===== src/rtl/imem_port_arbiter_if.sv =====
`default_nettype none
// ============================================================================
// Module      : imem_port_arbiter_if
// Description : Bundle of the fetch port, loader/debug port and single-port
//               instruction-memory signals around imem_port_arbiter.
//               slave  = the arbiter side, master = requesters plus memory.
// Revision    : 1.0  initial release
// ============================================================================
interface imem_port_arbiter_if #(
    parameter int DEPTH_LOG2 = 8
);
    // Fetch port (read-only)
    logic                  f_req;
    logic [31:0]           f_addr;
    logic                  f_gnt;
    logic                  f_rvalid;
    logic [31:0]           f_rdata;
    // Loader / debug port (read/write)
    logic                  l_req;
    logic                  l_we;
    logic [31:0]           l_addr;
    logic [31:0]           l_wdata;
    logic                  l_gnt;
    logic                  l_rvalid;
    logic [31:0]           l_rdata;
    // Memory side
    logic [DEPTH_LOG2-1:0] mem_addr;
    logic                  mem_we;
    logic [31:0]           mem_wdata;
    logic [31:0]           mem_rdata;
    // Status
    logic                  err_misalign;

    modport slave (
        input  f_req, f_addr,
        output f_gnt, f_rvalid, f_rdata,
        input  l_req, l_we, l_addr, l_wdata,
        output l_gnt, l_rvalid, l_rdata,
        output mem_addr, mem_we, mem_wdata,
        input  mem_rdata,
        output err_misalign
    );

    modport master (
        output f_req, f_addr,
        input  f_gnt, f_rvalid, f_rdata,
        output l_req, l_we, l_addr, l_wdata,
        input  l_gnt, l_rvalid, l_rdata,
        input  mem_addr, mem_we, mem_wdata,
        output mem_rdata,
        input  err_misalign
    );
endinterface
`default_nettype wire


===== src/rtl/imem_port_arbiter.sv =====
`default_nettype none
// ============================================================================
// Module      : imem_port_arbiter
// Description : Two-requester arbiter/sequencer for the single-port
//               instruction memory. Loader has priority over fetch except
//               when fetch has been denied STARVE_MAX consecutive cycles.
//               Read data returns registered one cycle after the grant.
//               Optional feature macro: IMEM_ARB_ALIGN_CHK_EN (misaligned
//               accesses are consumed without touching memory, sticky flag).
// Revision    : 1.0  initial release
// ============================================================================
module imem_port_arbiter #(
    parameter int DEPTH_LOG2 = 8,
    parameter int STARVE_MAX = 4
) (
    input  wire logic            clk,
    input  wire logic            rst_n,
    imem_port_arbiter_if.slave   bus
);

    localparam logic [3:0] c_STARVE_MAX = 4'(STARVE_MAX);

    logic [3:0]            r_starve_cnt;
    logic [DEPTH_LOG2-1:0] r_mem_addr;
    logic                  r_f_rvalid;
    logic [31:0]           r_f_rdata;
    logic                  r_l_rvalid;
    logic [31:0]           r_l_rdata;
    logic                  r_err_misalign;

    logic                  w_starved;
    logic                  w_f_gnt;
    logic                  w_l_gnt;
    logic                  w_any_gnt;
    logic [31:0]           w_sel_addr;
    logic [DEPTH_LOG2-1:0] w_sel_idx;
    logic                  w_misalign;
    logic [31:0]           w_rdata;
    logic                  w_unused;

    // Grants are gated by rst_n so nothing is granted while reset is held.
    assign w_starved  = (r_starve_cnt == c_STARVE_MAX);
    assign w_f_gnt    = rst_n & bus.f_req & (~bus.l_req | w_starved);
    assign w_l_gnt    = rst_n & bus.l_req & ~w_f_gnt;
    assign w_any_gnt  = w_f_gnt | w_l_gnt;
    assign w_sel_addr = w_f_gnt ? bus.f_addr : bus.l_addr;
    // Upper address bits are dropped, so indices wrap modulo the depth.
    assign w_sel_idx  = w_sel_addr[DEPTH_LOG2+1:2];

`ifdef IMEM_ARB_ALIGN_CHK_EN
    assign w_misalign       = w_any_gnt & (w_sel_addr[1:0] != 2'b00);
    assign bus.err_misalign = r_err_misalign;
`else
    assign w_misalign       = 1'b0;
    assign bus.err_misalign = 1'b0;
`endif

    // Address bits outside the word index are intentionally ignored.
    assign w_unused = &{1'b0, w_sel_addr, r_err_misalign};

    // A misaligned read returns zero instead of memory content.
    assign w_rdata = w_misalign ? 32'h0 : bus.mem_rdata;

    assign bus.f_gnt     = w_f_gnt;
    assign bus.l_gnt     = w_l_gnt;
    assign bus.mem_addr  = w_any_gnt ? w_sel_idx : r_mem_addr;
    assign bus.mem_we    = w_l_gnt & bus.l_we & ~w_misalign;
    assign bus.mem_wdata = bus.l_wdata;
    assign bus.f_rvalid  = r_f_rvalid;
    assign bus.f_rdata   = r_f_rdata;
    assign bus.l_rvalid  = r_l_rvalid;
    assign bus.l_rdata   = r_l_rdata;

    // Count consecutive denied fetch cycles, saturating at STARVE_MAX.
    always_ff @(posedge clk or negedge rst_n) begin
        if (!rst_n) begin
            r_starve_cnt <= 4'd0;
        end else if (bus.f_req && !w_f_gnt) begin
            if (r_starve_cnt != c_STARVE_MAX) begin
                r_starve_cnt <= r_starve_cnt + 4'd1;
            end
        end else begin
            r_starve_cnt <= 4'd0;
        end
    end

    // Remember the last granted index so mem_addr holds when idle.
    always_ff @(posedge clk or negedge rst_n) begin
        if (!rst_n) begin
            r_mem_addr <= '0;
        end else if (w_any_gnt) begin
            r_mem_addr <= w_sel_idx;
        end
    end

    // Fetch response: valid one cycle after grant, data held otherwise.
    always_ff @(posedge clk or negedge rst_n) begin
        if (!rst_n) begin
            r_f_rvalid <= 1'b0;
            r_f_rdata  <= 32'h0;
        end else begin
            r_f_rvalid <= w_f_gnt;
            if (w_f_gnt) begin
                r_f_rdata <= w_rdata;
            end
        end
    end

    // Loader response: only reads produce a response beat.
    always_ff @(posedge clk or negedge rst_n) begin
        if (!rst_n) begin
            r_l_rvalid <= 1'b0;
            r_l_rdata  <= 32'h0;
        end else begin
            r_l_rvalid <= w_l_gnt & ~bus.l_we;
            if (w_l_gnt && !bus.l_we) begin
                r_l_rdata <= w_rdata;
            end
        end
    end

    // Sticky misalignment flag, cleared only by reset.
    always_ff @(posedge clk or negedge rst_n) begin
        if (!rst_n) begin
            r_err_misalign <= 1'b0;
        end else if (w_misalign) begin
            r_err_misalign <= 1'b1;
        end
    end

endmodule
`default_nettype wire

===== src/flat_wrapper.sv =====
// flat-port wrapper written by rule: the top's interface ports become plain ports
module imem_port_arbiter_flat 
#(
    parameter int DEPTH_LOG2 = 8,
    parameter int STARVE_MAX = 4
)
  (clk, rst_n, bus_f_req, bus_f_addr, bus_f_gnt, bus_f_rvalid, bus_f_rdata, bus_l_req, bus_l_we, bus_l_addr, bus_l_wdata, bus_l_gnt, bus_l_rvalid, bus_l_rdata, bus_mem_addr, bus_mem_we, bus_mem_wdata, bus_mem_rdata, bus_err_misalign);
  imem_port_arbiter_if #(.DEPTH_LOG2(DEPTH_LOG2)) bus_i ();
  input  wire logic clk;
  input  wire logic rst_n;
  input wire logic [$bits(bus_i.f_req)-1:0] bus_f_req;
  input wire logic [$bits(bus_i.f_addr)-1:0] bus_f_addr;
  output wire logic [$bits(bus_i.f_gnt)-1:0] bus_f_gnt;
  output wire logic [$bits(bus_i.f_rvalid)-1:0] bus_f_rvalid;
  output wire logic [$bits(bus_i.f_rdata)-1:0] bus_f_rdata;
  input wire logic [$bits(bus_i.l_req)-1:0] bus_l_req;
  input wire logic [$bits(bus_i.l_we)-1:0] bus_l_we;
  input wire logic [$bits(bus_i.l_addr)-1:0] bus_l_addr;
  input wire logic [$bits(bus_i.l_wdata)-1:0] bus_l_wdata;
  output wire logic [$bits(bus_i.l_gnt)-1:0] bus_l_gnt;
  output wire logic [$bits(bus_i.l_rvalid)-1:0] bus_l_rvalid;
  output wire logic [$bits(bus_i.l_rdata)-1:0] bus_l_rdata;
  output wire logic [$bits(bus_i.mem_addr)-1:0] bus_mem_addr;
  output wire logic [$bits(bus_i.mem_we)-1:0] bus_mem_we;
  output wire logic [$bits(bus_i.mem_wdata)-1:0] bus_mem_wdata;
  input wire logic [$bits(bus_i.mem_rdata)-1:0] bus_mem_rdata;
  output wire logic [$bits(bus_i.err_misalign)-1:0] bus_err_misalign;
  assign bus_i.f_req = bus_f_req;
  assign bus_i.f_addr = bus_f_addr;
  assign bus_f_gnt = bus_i.f_gnt;
  assign bus_f_rvalid = bus_i.f_rvalid;
  assign bus_f_rdata = bus_i.f_rdata;
  assign bus_i.l_req = bus_l_req;
  assign bus_i.l_we = bus_l_we;
  assign bus_i.l_addr = bus_l_addr;
  assign bus_i.l_wdata = bus_l_wdata;
  assign bus_l_gnt = bus_i.l_gnt;
  assign bus_l_rvalid = bus_i.l_rvalid;
  assign bus_l_rdata = bus_i.l_rdata;
  assign bus_mem_addr = bus_i.mem_addr;
  assign bus_mem_we = bus_i.mem_we;
  assign bus_mem_wdata = bus_i.mem_wdata;
  assign bus_i.mem_rdata = bus_mem_rdata;
  assign bus_err_misalign = bus_i.err_misalign;
  imem_port_arbiter #(.DEPTH_LOG2(DEPTH_LOG2), .STARVE_MAX(STARVE_MAX)) u_core (.clk(clk), .rst_n(rst_n), .bus(bus_i));
endmodule

===== config.mk =====
export PLATFORM = sky130hd
export DESIGN_NAME = imem_port_arbiter_flat
export DESIGN_NICKNAME = d
export VERILOG_FILES = /design/src/rtl/imem_port_arbiter_if.sv /design/src/rtl/imem_port_arbiter.sv /design/src/flat_wrapper.sv
export SDC_FILE = /design/constraint.sdc
export NUM_CORES = 1
export LEC_CHECK = 0
export CAP_MARGIN = 20
export CORE_ASPECT_RATIO = 0.7
export CORE_UTILIZATION = 35
export CTS_CLUSTER_SIZE = 12
export DETAILED_ROUTE_END_ITERATION = 7
export GPL_ROUTABILITY_DRIVEN = 0
export GPL_TIMING_DRIVEN = 1
export PLACE_DENSITY = 0.81
export SLEW_MARGIN = 10
export SYNTH_ARGS = -nofsm -noshare
export SYNTH_HDL_FRONTEND = slang
export SYNTH_SLANG_ARGS = --single-unit

===== constraint.sdc =====
create_clock -name clk -period 2.8 [get_ports clk]
set_input_delay 0.56 -clock clk [delete_from_list [all_inputs] [get_ports clk]]
set_output_delay 0.56 -clock clk [all_outputs]
set_load 0.02 [all_outputs]

==> impl_metrics.json, run 1 <==
{
  "status": "complete, no violations",
  "async_reset_ff_share_pct": 100,
  "timing.final.crit_share_pct": 96.4,
  "dpl_cell_area_um2": 4700,
  "row_count": 29,
  "period_needed_ns": 2.70,
  "synth_compound_area_share_pct": 6.51,
  "instances_no_fill": 472,
  "port_buffers": 129,
  "synth-xor-area-share_pct": 0.509,
  "synth_ff_type": "dfrtp_1",
  "p_comb_share_pct": 31.1,
  "hp-class": "in2async",
  "power.share.clock_pct": 31.0,
  "syn_area_per_cell_um2": 15.1,
  "remaining_drc_errors": 0,
  "syn_area_um2": 3440,
  "start_util_pct": 37.0,
  "switchingPower_mw": 1.09,
  "drt-total-wl_mm": 7.54,
  "grt_pass1_vias": 2431,
  "grt_max_degree": 39,
  "hpwl_mm": 5.46,
  "fin_hold_ws_ns": 0.0573,
  "vias": 2236,
  "drtIter0Drc": 70,
  "synth_nets": 362,
  "clock_path_buffers": 2,
  "synth_edf_count": 0,
  "layout_common_cells": "clkdlybuf4s50_1, dfrtp_1, mux2_2, mux2_4, buf_4",
  "grt_use_total_pct": 15.9,
  "power_mw": 3.89,
  "firstDrtPassIters": 4,
  "fmax_mhz": 370,
  "grt_overflow_total": 0,
  "synthSimpleGateAreaFrac_pct": 1.67,
  "synth-adder-area-share_pct": 0.728,
  "ys_seq_area_share_pct": 56.8,
  "rsz0062_at_grt": "no",
  "swShare_pct": 28.1,
  "num_antenna_cells": 0,
  "cp-start-kind": "primary input",
  "nets": 478,
  "ant_nets": 0,
  "dieArea_um2": 10200,
  "hold_violations": 0,
  "final_common_cell": "clkdlybuf4s50_1",
  "dpl.cell_count": 453,
  "cts_buffers": 9,
  "clk_latency_ns": 0.33,
  "synthDistinctLibCells": 26,
  "synth_cells": 227,
  "maxSlewViolCount": 0,
  "arrival_ns": 2.14,
  "htree_num_levels": 3,
  "crit_fanout": 10,
  "ys_warn_count": 0,
  "end_kind": "output pin",
  "p_seq_share_pct": 37.9,
  "area_growth_pct": 46.9,
  "synth-seq-cells": 78,
  "drive_above_1_share_pct": 30.5,
  "die_x_um": 120,
  "grt_pass1_wl_mm": 12.4,
  "fin_skew_ns": 0.00521,
  "die_h_um": 84.9,
  "synth_top_family_by_area": "multiplexers",
  "cts.sinks": 78,
  "cts-root-buf": "clkbuf_16",
  "routed_via_density": 4.74,
  "cts_tree": "built",
  "antenna_found_initial": 0,
  "drv_cap": 0,
  "io_pins": 243,
  "wl_per_cell_um": 16.0,
  "cts.reportedPaths.clkPinSlew_ns": 0.06,
  "p_int_mw": 2.80,
  "fin_util_pct": 54.4,
  "synth.area.mux_share_pct": 23.7,
  "fp.coreArea_um2": 9290,
  "vdd_drop_max_mv": 0.523,
  "p_leak_nw": 2.17,
  "stdcell_area_um2": 5050,
  "crit_required_ns": 2.24,
  "crit_type": "in2out",
  "power_density_nw_per_um2": 770,
  "finalSetupViolations": 0
}
[state kept, by name, indices dropped and copies added (netlist names)]
name                 cells
u_core.bus.l_rdata      32
u_core.r_mem_addr        8
u_core.bus.l_rvalid      1
u_core.r_starve_cnt      4
u_core.bus.f_rvalid      1
u_core.bus.f_rdata      32
[synthesized netlist by cell type (2+ instances only)]
| master | n | area (um^2) |
|---|---|---|
| mux2i_1 | 2 | 20.0 |
| mux2_2 | 44 | 495 |
| mux2_4 | 20 | 300 |
| a221o_1 | 8 | 80.1 |
| buf_6 | 4 | 45.0 |
| nor3_1 | 3 | 15.0 |
| ha_1 | 2 | 25.0 |
| dfrtp_1 | 78 | 1950 |
| clkbuf_1 | 3 | 11.3 |
| o2111a_1 | 8 | 90.1 |
| inv_1 | 3 | 11.3 |
| buf_4 | 36 | 270 |
| nand2_1 | 2 | 7.51 |
| xnor2_1 | 2 | 17.5 |
[area by class of cell]
| type | count | area, um^2 |
|---|---|---|
| clock buffer | 10 | 229 |
| clock inverter | 6 | 86.3 |
| fill | 806 | 4240 |
| inverter | 3 | 11.3 |
| multi-input combinational | 103 | 1170 |
| sequential | 78 | 1950 |
| tap | 124 | 155 |
| timing repair buffer | 148 | 1450 |
[per-layer routing]
metal	GRT usage (%)	vias to the layer above	part of all wire, %
met5	0	-	0
met4	5.39	0	1.2
met3	7.33	12	8.8
met2	25.2	84	48
met1	19.0	1125	42
li1	-	1015	-
[power groups by stage]
stage	clock network (mW)	registers [mW]	logic, mW
floorplan	0	1.73	0.406
global placement	0	1.48	1.20
detailed placement	0	1.49	1.21
CTS	1.25	1.48	1.21
global route	1.29	1.50	1.28
finish	1.21	1.47	1.21
[critical path, stage by stage]
cell and delay (ns):
clkdlybuf4s50_1 0.56, inv_2 0.13, o2111a_1 0.27, a221o_1 0.29, dlygate4sd2_1 0.33
[worst paths after layout]
check / startpoint / end / slack (ns) / depth (start not counted)
min reg2reg: u_core.bus.f_rdata[7] / u_core.bus.f_rdata[7] / 0.50 / 1
max: bus_f_req / bus_mem_addr[0] / 0.1 / 5
max in group asynchronous: rst_n / u_core.bus.f_rdata[31] / 1.93 / 3
min in group clk: u_core.bus.f_rdata[7] / u_core.bus.f_rdata[7] / 0.50 / 1
max reg2reg: u_core.r_starve_cnt[0] / u_core.bus.l_rdata[0] / 0.73 / 6
min: rst_n / u_core.r_starve_cnt[0] / 0.06 / 1
[logic make-up after synthesis]
| group | count (synthesis) |
|---|---|
| compound gates | 21 |
| xor+xnor | 2 |
| fa+ha+maj | 2 |
| buf+inv | 47 |
| flops | 78 |
| mux | 66 |
| other cells | 1 |
| simple gates | 10 |
[per-stage QoR]
step,setup TNS [ns],setup slack (ns)
6_report,0,0.0994
5_1_grt,0,0.0162
4_1_cts,0,0.0319
3_5_place_dp,-2.39,-0.301
3_3_place_gp,-2.00,-0.256
2_1_floorplan,0,0.480
[timing repair]
item / in CTS / in global routing
endpoints found under the setup margin: 10 / 5
gates resized for setup: 13 / 2
setup buffers: 0 / 2
gates cloned: 0 / 1
hold buffers: 0 / 0
Power figures use the tool's default switching activity.
==> run 2: changes to the inputs <==
--- a/config.mk
+++ b/config.mk
@@ -6,14 +6,13 @@
 export NUM_CORES = 1
 export LEC_CHECK = 0
 export CAP_MARGIN = 20
-export CORE_ASPECT_RATIO = 0.7
-export CORE_UTILIZATION = 35
+export CORE_AREA = 2 2 93 95
 export CTS_CLUSTER_SIZE = 12
 export DETAILED_ROUTE_END_ITERATION = 7
+export DIE_AREA = 0 0 95 97
+export DONT_BUFFER_PORTS = 1
 export GPL_ROUTABILITY_DRIVEN = 0
 export GPL_TIMING_DRIVEN = 1
-export PLACE_DENSITY = 0.81
-export SLEW_MARGIN = 10
 export SYNTH_ARGS = -nofsm -noshare
 export SYNTH_HDL_FRONTEND = slang
 export SYNTH_SLANG_ARGS = --single-unit
==> impl_metrics.json, run 2 (same netlist as run 1, synthesis figures left out) <==
{
  "grt_pass1_vias": 1713,
  "drive_above_1_share_pct": 43.7,
  "slew_headroom_pct": 63.4,
  "ant_nets": 0,
  "hpwl_mm": 4.21,
  "cts-root-buf": "clkbuf_8",
  "pre_cts_slack_ns": 0.472,
  "end_kind": "output pin",
  "dpl.cell_count": 293,
  "stdcell_area_um2": 3540,
  "power_density_nw_per_um2": 877,
  "grt_max_degree": 79,
  "crit_fanout": 11,
  "dieArea_um2": 9220,
  "fin_ws_ns": 0.168,
  "power_mw": 3.10,
  "timing.final.crit_share_pct": 94.0,
  "status": "complete, no violations",
  "reg2reg_from": "u_core.r_starve_cnt[0]",
  "path_buf_inv": 1,
  "worstMarginPinSlew_ns": 0.546,
  "firstDrtPassIters": 4,
  "vias": 1676,
  "worstRegToRegCells": 6,
  "cp-start-kind": "flop",
  "antenna_found_initial": 0,
  "crit_required_ns": 2.24,
  "nets": 336,
  "grt_util_met1_pct": 17.1,
  "area_growth_pct": 2.98,
  "remaining_drc_errors": 0,
  "vdd_drop_max_mv": 0.339,
  "cp_slowest_cell": "dfrtp_1",
  "crit_type": "reg2out",
  "clock_path_buffers": 2,
  "drv_cap": 0,
  "arrival_ns": 2.07,
  "port_buffers": 0,
  "multi_input_area_um2": 1150,
  "fp.coreArea_um2": 8130,
  "routed_via_density": 5.39,
  "reg2reg_setup_slack_ns": 0.63,
  "grt_use_total_pct": 13.7,
  "fin_util_pct": 43.5,
  "htree_num_levels": 3,
  "maxSlewViolCount": 0,
  "timing.rr.end": "u_core.bus.f_rdata[22]",
  "drtIter0Drc": 34,
  "fin_hold_ws_ns": 0.110,
  "cts_buffers": 9,
  "instances_no_fill": 311,
  "dpl_cell_area_um2": 3280,
  "period_needed_ns": 2.63,
  "num_antenna_cells": 0,
  "grt_pass1_wl_mm": 9.67,
  "post_cts_resize_count": 0,
  "io_pins": 243,
  "die_h_um": 97,
  "layout_common_cells": "dfrtp_1, mux2_2, mux2_4, clkbuf_8",
  "cts.reportedPaths.clkPinSlew_ns": 0.09,
  "critPathMaxStageDelay_ns": 0.41,
  "path_delay_family": "compound AO/OA/AOI/OAI gates",
  "cts.sinks": 78,
  "row_count": 33,
  "clk_latency_ns": 0.34,
  "finalSetupViolations": 0,
  "wl_per_cell_um": 20.6,
  "final_common_cell": "dfrtp_1",
  "hold_violations": 0,
  "grt_overflow_total": 0,
  "hp-class": "in2async",
  "cts_tree": "built",
  "grt_busiest_layer": "met2",
  "cp_cell_sequence": "inv_1 > ha_1 > nand3b_2 > a21oi_4 > a221o_1",
  "die_x_um": 95,
  "fin_skew_ns": 0.0159,
  "tns_ns": 0,
  "grt_use_met2_pct": 20.7,
  "drt-total-wl_mm": 6.41,
  "p_leak_nw": 1.52,
  "rsz0062_at_grt": "no",
  "seqCellArea_um2": 1950,
  "use_met3_pct": 5.30,
  "start_util_pct": 42.3,
  "fmax_mhz": 380,
  "fillCellCount": 720
}
==> run 2: changes by cell type in the layout (fill, tap and decap cells not counted), sizes merged <==
cell           change
clkinvlp           -1
dlygate4sd2       -10
a21oi              +1
clkinv             -1
nand3b             -1
dlymetal6s2s       -1
buf               -14
clkdlybuf4s50    -117
inv                +2
==> run 2: worst max-delay path by stage <==
stage                           start         endpoint  slack (ns)  cells after the start
6_report       u_core.r_starve_cnt[0]  bus_mem_addr[1]        0.17                      5
5_1_grt        u_core.r_starve_cnt[0]  bus_mem_addr[1]        0.05                      5
4_1_cts        u_core.r_starve_cnt[0]  bus_mem_addr[6]        0.07                      5
3_5_place_dp   u_core.r_starve_cnt[0]  bus_mem_addr[6]        0.47                      5
3_3_place_gp   u_core.r_starve_cnt[0]  bus_mem_addr[4]        0.47                      5
2_1_floorplan                   rst_n  bus_mem_addr[2]        0.48                      5
==> run 2: power breakdown <==
group	leakage (nW)	switching (mW)	internal, mW
clock	0.117	0.424	0.533
combinational	0.467	0.158	0.232
sequential	0.936	0.409	1.35
total	1.52	0.991	2.11
==> run 2: worst reg2reg max path: stages (launching register included) <==
cell and delay (ns):
dfrtp_1 0.41, inv_1 0.10, ha_1 0.21, nand3b_2 0.26, a21oi_2 0.37, buf_4 0.34, mux2_2 0.38
==> run 2: cell type report <==
type,count,share of cell area [%]
Sequential cell,78,55.1
Multi-Input combinational cell,103,32.5
Clock buffer,10,3.89
Tap cell,105,3.71
Clock inverter,6,2.58
Timing Repair Buffer,6,1.84
Inverter,3,0.318
==> run 2: what timing repair did <==
action,in CTS,in global routing
setup buffers,0,0
hold buffers,1,0
hold endpoints to repair,78,0
endpoints found under the setup margin,0,8
==> run 2: metal layers <==
metal / wire length [um] / part of all wire [%]
met4: 174 / 2.7
met2: 3020 / 47
met3: 596 / 9.3
met1: 2620 / 41
met5: 0 / 0
==> run 3: changes to the inputs <==
--- a/config.mk
+++ b/config.mk
@@ -13,6 +13,7 @@
 export DONT_BUFFER_PORTS = 1
 export GPL_ROUTABILITY_DRIVEN = 0
 export GPL_TIMING_DRIVEN = 1
+export SLEW_MARGIN = 15
 export SYNTH_ARGS = -nofsm -noshare
 export SYNTH_HDL_FRONTEND = slang
 export SYNTH_SLANG_ARGS = --single-unit
==> results of run 3 <==
Same layout as run 2: the final DEF is identical, and so are final timing and power.
